==> config.mk <==
export PLATFORM = sky130hd
export DESIGN_NAME = conv_frame_sequencer_flat
export DESIGN_NICKNAME = d
export VERILOG_FILES = /design/src/rtl/conv_frame_sequencer_if.sv /design/src/rtl/conv_frame_sequencer.sv /design/src/flat_wrapper.sv
export SDC_FILE = /design/constraint.sdc
export NUM_CORES = 1
export LEC_CHECK = 0
export BUFFER_PORTS_ARGS = -buffer_cell sky130_fd_sc_hd__buf_2
export CAP_MARGIN = 20
export CORE_ASPECT_RATIO = 0.6
export CORE_UTILIZATION = 50
export DETAILED_ROUTE_END_ITERATION = 6
export PLACE_DENSITY = 0.75
export SLEW_MARGIN = 30
export SYNTH_ARGS = -nofsm -noshare
export SYNTH_HDL_FRONTEND = slang
export SYNTH_SLANG_ARGS = --single-unit
==> constraint.sdc <==
create_clock -name clk -period 2 [get_ports clk]
set_input_delay 0.4 -clock clk [delete_from_list [all_inputs] [get_ports clk]]
set_output_delay 0.4 -clock clk [all_outputs]
set_load 0.02 [all_outputs]
==> src/rtl/conv_frame_sequencer_if.sv <==
// Control/status bundle between the frame sequencer and its surroundings.
// The sequencer sits on the slave side and the controller on the master side.
interface conv_frame_sequencer_if #(
    parameter int AW = 15
);
    logic          start;
    logic [1:0]    kernel_sel_in;
    logic          stall;
    logic [1:0]    kernel_select;
    logic [AW-1:0] raddr_alu;
    logic          issue_valid;
    logic          fb_wen;
    logic          fb_edge;
    logic          busy;
    logic          done;

    modport master (
        output start, kernel_sel_in, stall,
        input  kernel_select, raddr_alu, issue_valid, fb_wen, fb_edge, busy, done
    );

    modport slave (
        input  start, kernel_sel_in, stall,
        output kernel_select, raddr_alu, issue_valid, fb_wen, fb_edge, busy, done
    );
endinterface

==> src/rtl/conv_frame_sequencer.sv <==
// Walks one image in raster order per start, issuing a centre-pixel address per cycle to the
// 5x5 convolution ALU and re-timing write strobe / border flag to the ALU output latency.
module conv_frame_sequencer #(
    parameter int H_RES   = 160,
    parameter int V_RES   = 120,
    parameter int AW      = 15,
    parameter int ALU_LAT = 3
) (
    input  logic                  clk,
    input  logic                  rst,
    conv_frame_sequencer_if.slave bus
);
    localparam int XW = (H_RES > 1) ? $clog2(H_RES) : 1;
    localparam int YW = (V_RES > 1) ? $clog2(V_RES) : 1;
    localparam int DW = (ALU_LAT > 1) ? $clog2(ALU_LAT + 1) : 1;

    localparam logic [XW-1:0] X_LAST     = XW'(H_RES - 1);
    localparam logic [XW-1:0] X_BORDER_H = XW'(H_RES - 2);
    localparam logic [XW-1:0] X_BORDER_L = XW'(2);
    localparam logic [YW-1:0] Y_LAST     = YW'(V_RES - 1);
    localparam logic [YW-1:0] Y_BORDER_H = YW'(V_RES - 2);
    localparam logic [YW-1:0] Y_BORDER_L = YW'(2);
    localparam logic [DW-1:0] DRAIN_LAST = DW'(ALU_LAT - 1);

    typedef enum logic [1:0] {IDLE, RUN, DRAIN, DONE} state_t;

    state_t              state;
    state_t              state_nxt;
    logic [XW-1:0]       x;
    logic [YW-1:0]       y;
    logic [AW-1:0]       raddr;
    logic [1:0]          kernel_q;
    logic [DW-1:0]       drain_cnt;
    logic [ALU_LAT-1:0]  pipe_wen;
    logic [ALU_LAT-1:0]  pipe_edge;
    logic                issue;
    logic                accept;
    logic                last_pix;
    logic                edge_flag;

    assign last_pix  = (x == X_LAST) && (y == Y_LAST);
    assign edge_flag = (x < X_BORDER_L) || (x >= X_BORDER_H) ||
                       (y < Y_BORDER_L) || (y >= Y_BORDER_H);

    always_ff @(posedge clk or posedge rst) begin
        if (rst) state <= IDLE;
        else     state <= state_nxt;
    end

    always_comb begin
        state_nxt = state;
        issue     = 1'b0;
        accept    = 1'b0;
        case (state)
            IDLE: begin
                if (bus.start) begin
                    accept    = 1'b1;
                    state_nxt = RUN;
                end
            end
            RUN: begin
                if (!bus.stall) begin
                    issue = 1'b1;
                    if (last_pix) state_nxt = DRAIN;
                end
            end
            DRAIN:   if (drain_cnt == DRAIN_LAST) state_nxt = DONE;
            DONE:    state_nxt = IDLE;
            default: state_nxt = IDLE;
        endcase
    end

    // Raster order makes the address a plain increment, so no multiplier is needed.
    always_ff @(posedge clk or posedge rst) begin
        if (rst) begin
            x         <= '0;
            y         <= '0;
            raddr     <= '0;
            kernel_q  <= '0;
            drain_cnt <= '0;
        end else begin
            if (accept) begin
                x        <= '0;
                y        <= '0;
                raddr    <= '0;
                kernel_q <= bus.kernel_sel_in;
            end else if (issue) begin
                if (last_pix) begin
                    x     <= '0;
                    y     <= '0;
                    raddr <= '0;
                end else if (x == X_LAST) begin
                    x     <= '0;
                    y     <= y + 1'b1;
                    raddr <= raddr + 1'b1;
                end else begin
                    x     <= x + 1'b1;
                    raddr <= raddr + 1'b1;
                end
            end
            if (state == DRAIN) drain_cnt <= drain_cnt + 1'b1;
            else                drain_cnt <= '0;
        end
    end

    // The latency pipe shifts every cycle so stall bubbles reach the write side as gaps.
    always_ff @(posedge clk or posedge rst) begin
        if (rst) begin
            pipe_wen  <= '0;
            pipe_edge <= '0;
        end else begin
            pipe_wen[0]  <= issue;
            pipe_edge[0] <= issue & edge_flag;
            for (int i = 1; i < ALU_LAT; i++) begin
                pipe_wen[i]  <= pipe_wen[i-1];
                pipe_edge[i] <= pipe_edge[i-1];
            end
        end
    end

    assign bus.issue_valid   = issue;
    assign bus.raddr_alu     = raddr;
    assign bus.kernel_select = kernel_q;
    assign bus.fb_wen        = pipe_wen[ALU_LAT-1];
    assign bus.fb_edge       = pipe_edge[ALU_LAT-1];
    assign bus.busy          = (state == RUN) || (state == DRAIN);
    assign bus.done          = (state == DONE);
endmodule

==> src/flat_wrapper.sv <==
// flat-port wrapper written by rule: the top's interface ports become plain ports
module conv_frame_sequencer_flat 
#(
    parameter int H_RES   = 160,
    parameter int V_RES   = 120,
    parameter int AW      = 15,
    parameter int ALU_LAT = 3
)
  (clk, rst, bus_start, bus_kernel_sel_in, bus_stall, bus_kernel_select, bus_raddr_alu, bus_issue_valid, bus_fb_wen, bus_fb_edge, bus_busy, bus_done);
  conv_frame_sequencer_if #(.AW(AW)) bus_i ();
  input  logic clk;
  input  logic rst;
  input wire logic [$bits(bus_i.start)-1:0] bus_start;
  input wire logic [$bits(bus_i.kernel_sel_in)-1:0] bus_kernel_sel_in;
  input wire logic [$bits(bus_i.stall)-1:0] bus_stall;
  output wire logic [$bits(bus_i.kernel_select)-1:0] bus_kernel_select;
  output wire logic [$bits(bus_i.raddr_alu)-1:0] bus_raddr_alu;
  output wire logic [$bits(bus_i.issue_valid)-1:0] bus_issue_valid;
  output wire logic [$bits(bus_i.fb_wen)-1:0] bus_fb_wen;
  output wire logic [$bits(bus_i.fb_edge)-1:0] bus_fb_edge;
  output wire logic [$bits(bus_i.busy)-1:0] bus_busy;
  output wire logic [$bits(bus_i.done)-1:0] bus_done;
  assign bus_i.start = bus_start;
  assign bus_i.kernel_sel_in = bus_kernel_sel_in;
  assign bus_i.stall = bus_stall;
  assign bus_kernel_select = bus_i.kernel_select;
  assign bus_raddr_alu = bus_i.raddr_alu;
  assign bus_issue_valid = bus_i.issue_valid;
  assign bus_fb_wen = bus_i.fb_wen;
  assign bus_fb_edge = bus_i.fb_edge;
  assign bus_busy = bus_i.busy;
  assign bus_done = bus_i.done;
  conv_frame_sequencer #(.H_RES(H_RES), .V_RES(V_RES), .AW(AW), .ALU_LAT(ALU_LAT)) u_core (.clk(clk), .rst(rst), .bus(bus_i));
endmodule
==> flow_metrics.py <==
metrics = {
    "setup_path": {
        "cp_max_fo": 9,
        "rr_worst_depth": 8,
        "worstSetupPathType": "reg2out",
        "timing.critical_path.max_delay_family": "buffers and inverters",
        "worst-endpoint-arrival_ns": 1.55,
        "timing.critical_path.cells": "inv_2 -> ha_1 -> nand2b_1 -> inv_2 -> buf_4 -> buf_4",
        "worstSetupStartpointType": "register",
        "worstReg2RegStart": "u_core.state[1]$_DFFE_PP0P_",
        "worst-r2r-setup-slack_ns": 0.11,
        "cpMaxStageDelayCell": "dfrtp_2",
        "cp_slowest_stage_delay_ns": 0.46,
        "cp.depth": 6,
        "crit-reg2reg-capture": "u_core.bus.raddr_alu[13]$_DFFE_PP0P_",
        "worst_setup_path_end_kind": "output pin",
        "worst_ep_required_time_ns": 1.60,
        "cp.buffers_inverters": 4,
    },
    "synthesis": {
        "ys_seq_elements": 42,
        "synth_fp_nets": 247,
        "netlist.top_cell.by_area": "dfrtp_1",
        "synth.area.top_cells": "dfrtp_1 46%, ha_1 5.5%, xor2_1 4.3%",
        "synth.cell_area_um2": 2263,
        "synth_top_area_share_pct": 46.43,
        "post_synth.cell_area_avg_um2": 9.798,
        "synth_cell_type_count": 45,
        "synth_flop_cell": "dfrtp_1",
        "synth_warn": 0,
        "yosysMostFrequentCell": "dfrtp_1",
        "synth.cells.most_frequent": "42 x dfrtp_1, 22 x nand2_1, 19 x nor2_1",
        "ys_seq_area_share_pct": 46.43,
        "synth_async_sr_flop_share_pct": 100.0,
        "syn_inst": 231,
        "number_of_flops_mapped_to_enable_cells_by_yosys": 0,
    },
    "sta": {
        "report.final.hold_viol_count": 0,
        "setup_viol": 0,
        "relSlewSlack_pct": 61.78,
        "setup_tns_ns": 0,
        "hold_slack_ns": 0.07470,
        "timing.clock.skew_ns": 0.008732,
        "final-max-slew-violation-count": 0,
        "post-route-period-util_pct": 97.54,
        "final_critical_period_ns": 1.951,
        "worst-slew-pin-transition_ns": 0.5698,
        "fmax_mhz": 512.6,
    },
    "global_route": {
        "overflow": 0,
        "groute.usage.overall_pct": 23.64,
        "gr_met1_demand_resource_pct": 34.46,
        "grt.met3_usage_pct": 5.521,
        "grt_antenna_before_repair": 0,
        "vias_in_the_first_global_route": 1703,
        "global_routing_s_busiest_layer": "met1",
        "grt_pass1_wl_um": 8245,
        "gr_util_met2_pct": 33.33,
        "pin_count_of_the_biggest_net_entering_global_routing": 30,
    },
    "finish": {
        "fraction_of_final_layout_cells_with_drive_strength_greater_than_1_pct": 23.72,
        "areaGrowthSynthToFinish_pct": 19.07,
        "num_antenna_cells": 0,
        "final_cell_count_no_fill": 334,
        "layout.nets": 289,
        "post-route-util_pct": 63.65,
    },
    "drt": {
        "first_iter_violations": 92,
        "detailedRoute.firstPassIterationCount": 4,
        "remaining_drc_errors": 0,
        "viasPerCell": 5.647,
        "wl_um": 4959,
        "route.detailed.wl_per_inst_um": 14.85,
        "drt.antenna.violating_nets": 0,
        "vias": 1886,
    },
    "placed_design": {
        "dp_cells": 323,
        "routabilityCongestion": 0.8661,
        "numPortBuffers": 27,
        "detailed_place_hpwl_um": 3541,
    },
    "clock_network": {
        "numCtsBuffers": 5,
        "holdBufCountCts": 0,
        "ctsHtreeMaxLevel": 2,
        "cts.reportedPaths.clkPinSlew_ns": 0.08,
        "clock_buffer_depth": 2,
        "clock_sink_count": 42,
        "clk_root_buffer_cell": "clkbuf_8",
        "tritoncts_clock_tree": "yes",
        "worstSkewPairLatency_ns": 0.30,
    },
    "worst_hold_path": {
        "timing.hold.worst.class": "in2async",
    },
    "pwr": {
        "power.density_nw_per_um2": 1044,
        "p_leak_nw": 1.294,
        "ir_worst_vdd_mv": 0.7577,
        "totalPowerFinal_mw": 2.813,
    },
    "floorplan": {
        "placement_rows": 18,
        "floorplan.core_area_um2": 4234,
        "die_h_um": 54.12,
        "io-pin-count": 28,
        "design.die.area_um2": 4809,
        "initial_utilization_pct": 53.46,
        "width_of_the_die_um": 88.86,
    },
    "outcome": {
        "status": "finished clean",
    },
    "job": {
        "timing.max_cap.violations": 0,
    },
}
-- cell families after synthesis --
logic type,after synthesis,share of synthesized area [%]
AOI/OAI and AO/OA,47,13.93
xor gates and xnor gates,13,5.030
adders and majority gates,10,5.528
buffers and inverters,19,3.980
DFF,42,46.43
muxes,4,1.769
and+or+nand+nor,96,23.33
-- repair_timing --
item                       CTS  global route
gates resized for setup      2             5
setup buffers                1             2
setup endpoints to repair    1             8
-- power by group --
group / leakage [nW] / switching (mW) / internal [mW] / total (mW)
registers: 0.570 / 0.113 / 0.994 / 1.11
clock network: 0.0579 / 0.297 / 0.368 / 0.665
logic: 0.666 / 0.624 / 0.417 / 1.04
-- state kept, by name, summed over array words and instances (netlist names) --
register / count
u_core.state: 2
u_core.pipe_wen: 3
u_core.pipe_edge: 3
u_core.y: 7
u_core.bus.kernel_select: 2
u_core.drain_cnt: 2
u_core.bus.raddr_alu: 15
u_core.x: 8
-- worst max path at each step --
stage                                           start                           to  slack [ns]
after CTS                 u_core.state[1]$_DFFE_PP0P_              bus_issue_valid        0.02
after detailed placement  u_core.state[1]$_DFFE_PP0P_      u_core.y[5]$_DFFE_PP0P_        0.07
after global placement    u_core.state[0]$_DFFE_PP0P_  u_core.state[0]$_DFFE_PP0P_        0.13
final                     u_core.state[1]$_DFFE_PP0P_              bus_issue_valid        0.05
after global routing      u_core.state[1]$_DFFE_PP0P_              bus_issue_valid       -0.03
after floorplan           u_core.state[0]$_DFFE_PP0P_  u_core.state[0]$_DFFE_PP0P_        0.21
-- stage by stage --
stage	instance area, µm²	setup WS (ns)
2_1_floorplan	2263	0.2134
3_3_place_gp	2550	0.1261
3_5_place_dp	2550	0.07018
4_1_cts	2668	0.01621
5_1_grt	2695	-0.02579
6_report	2695	0.04929
-- layout make-up --
| cell class | count | area (µm²) |
|---|---|---|
| Inverter | 7 | 26.28 |
| Sequential cell | 42 | 1054 |
| Clock buffer | 5 | 68.82 |
| Tap cell | 60 | 75.07 |
| Multi-Input combinational cell | 170 | 1131 |
| Clock inverter | 3 | 40.04 |
| Timing Repair Buffer | 47 | 300.3 |
| Fill cell | 367 | 1539 |
-- metal layers --
metal,vias up,part of all wire (%)
li1,920,-
met1,902,52
met2,59,42
met3,5,5.0
met4,0,1.1
met5,-,0
-- layout by cell type (no fill, tap or decap), types with 6 or more instances in the layout --
cell type,Yosys,layout
nand4_1,6,6
o2111ai_1,7,7
dfrtp_1,42,40
xor2_1,11,11
nor2_1,19,19
buf_4,3,20
and3_1,6,6
buf_2,5,26
nand3_1,9,8
ha_1,10,10
o21ai_0,9,9
nand2_1,22,22
a21oi_1,11,11
No activity file was read; power rests on OpenSTA's default activity.
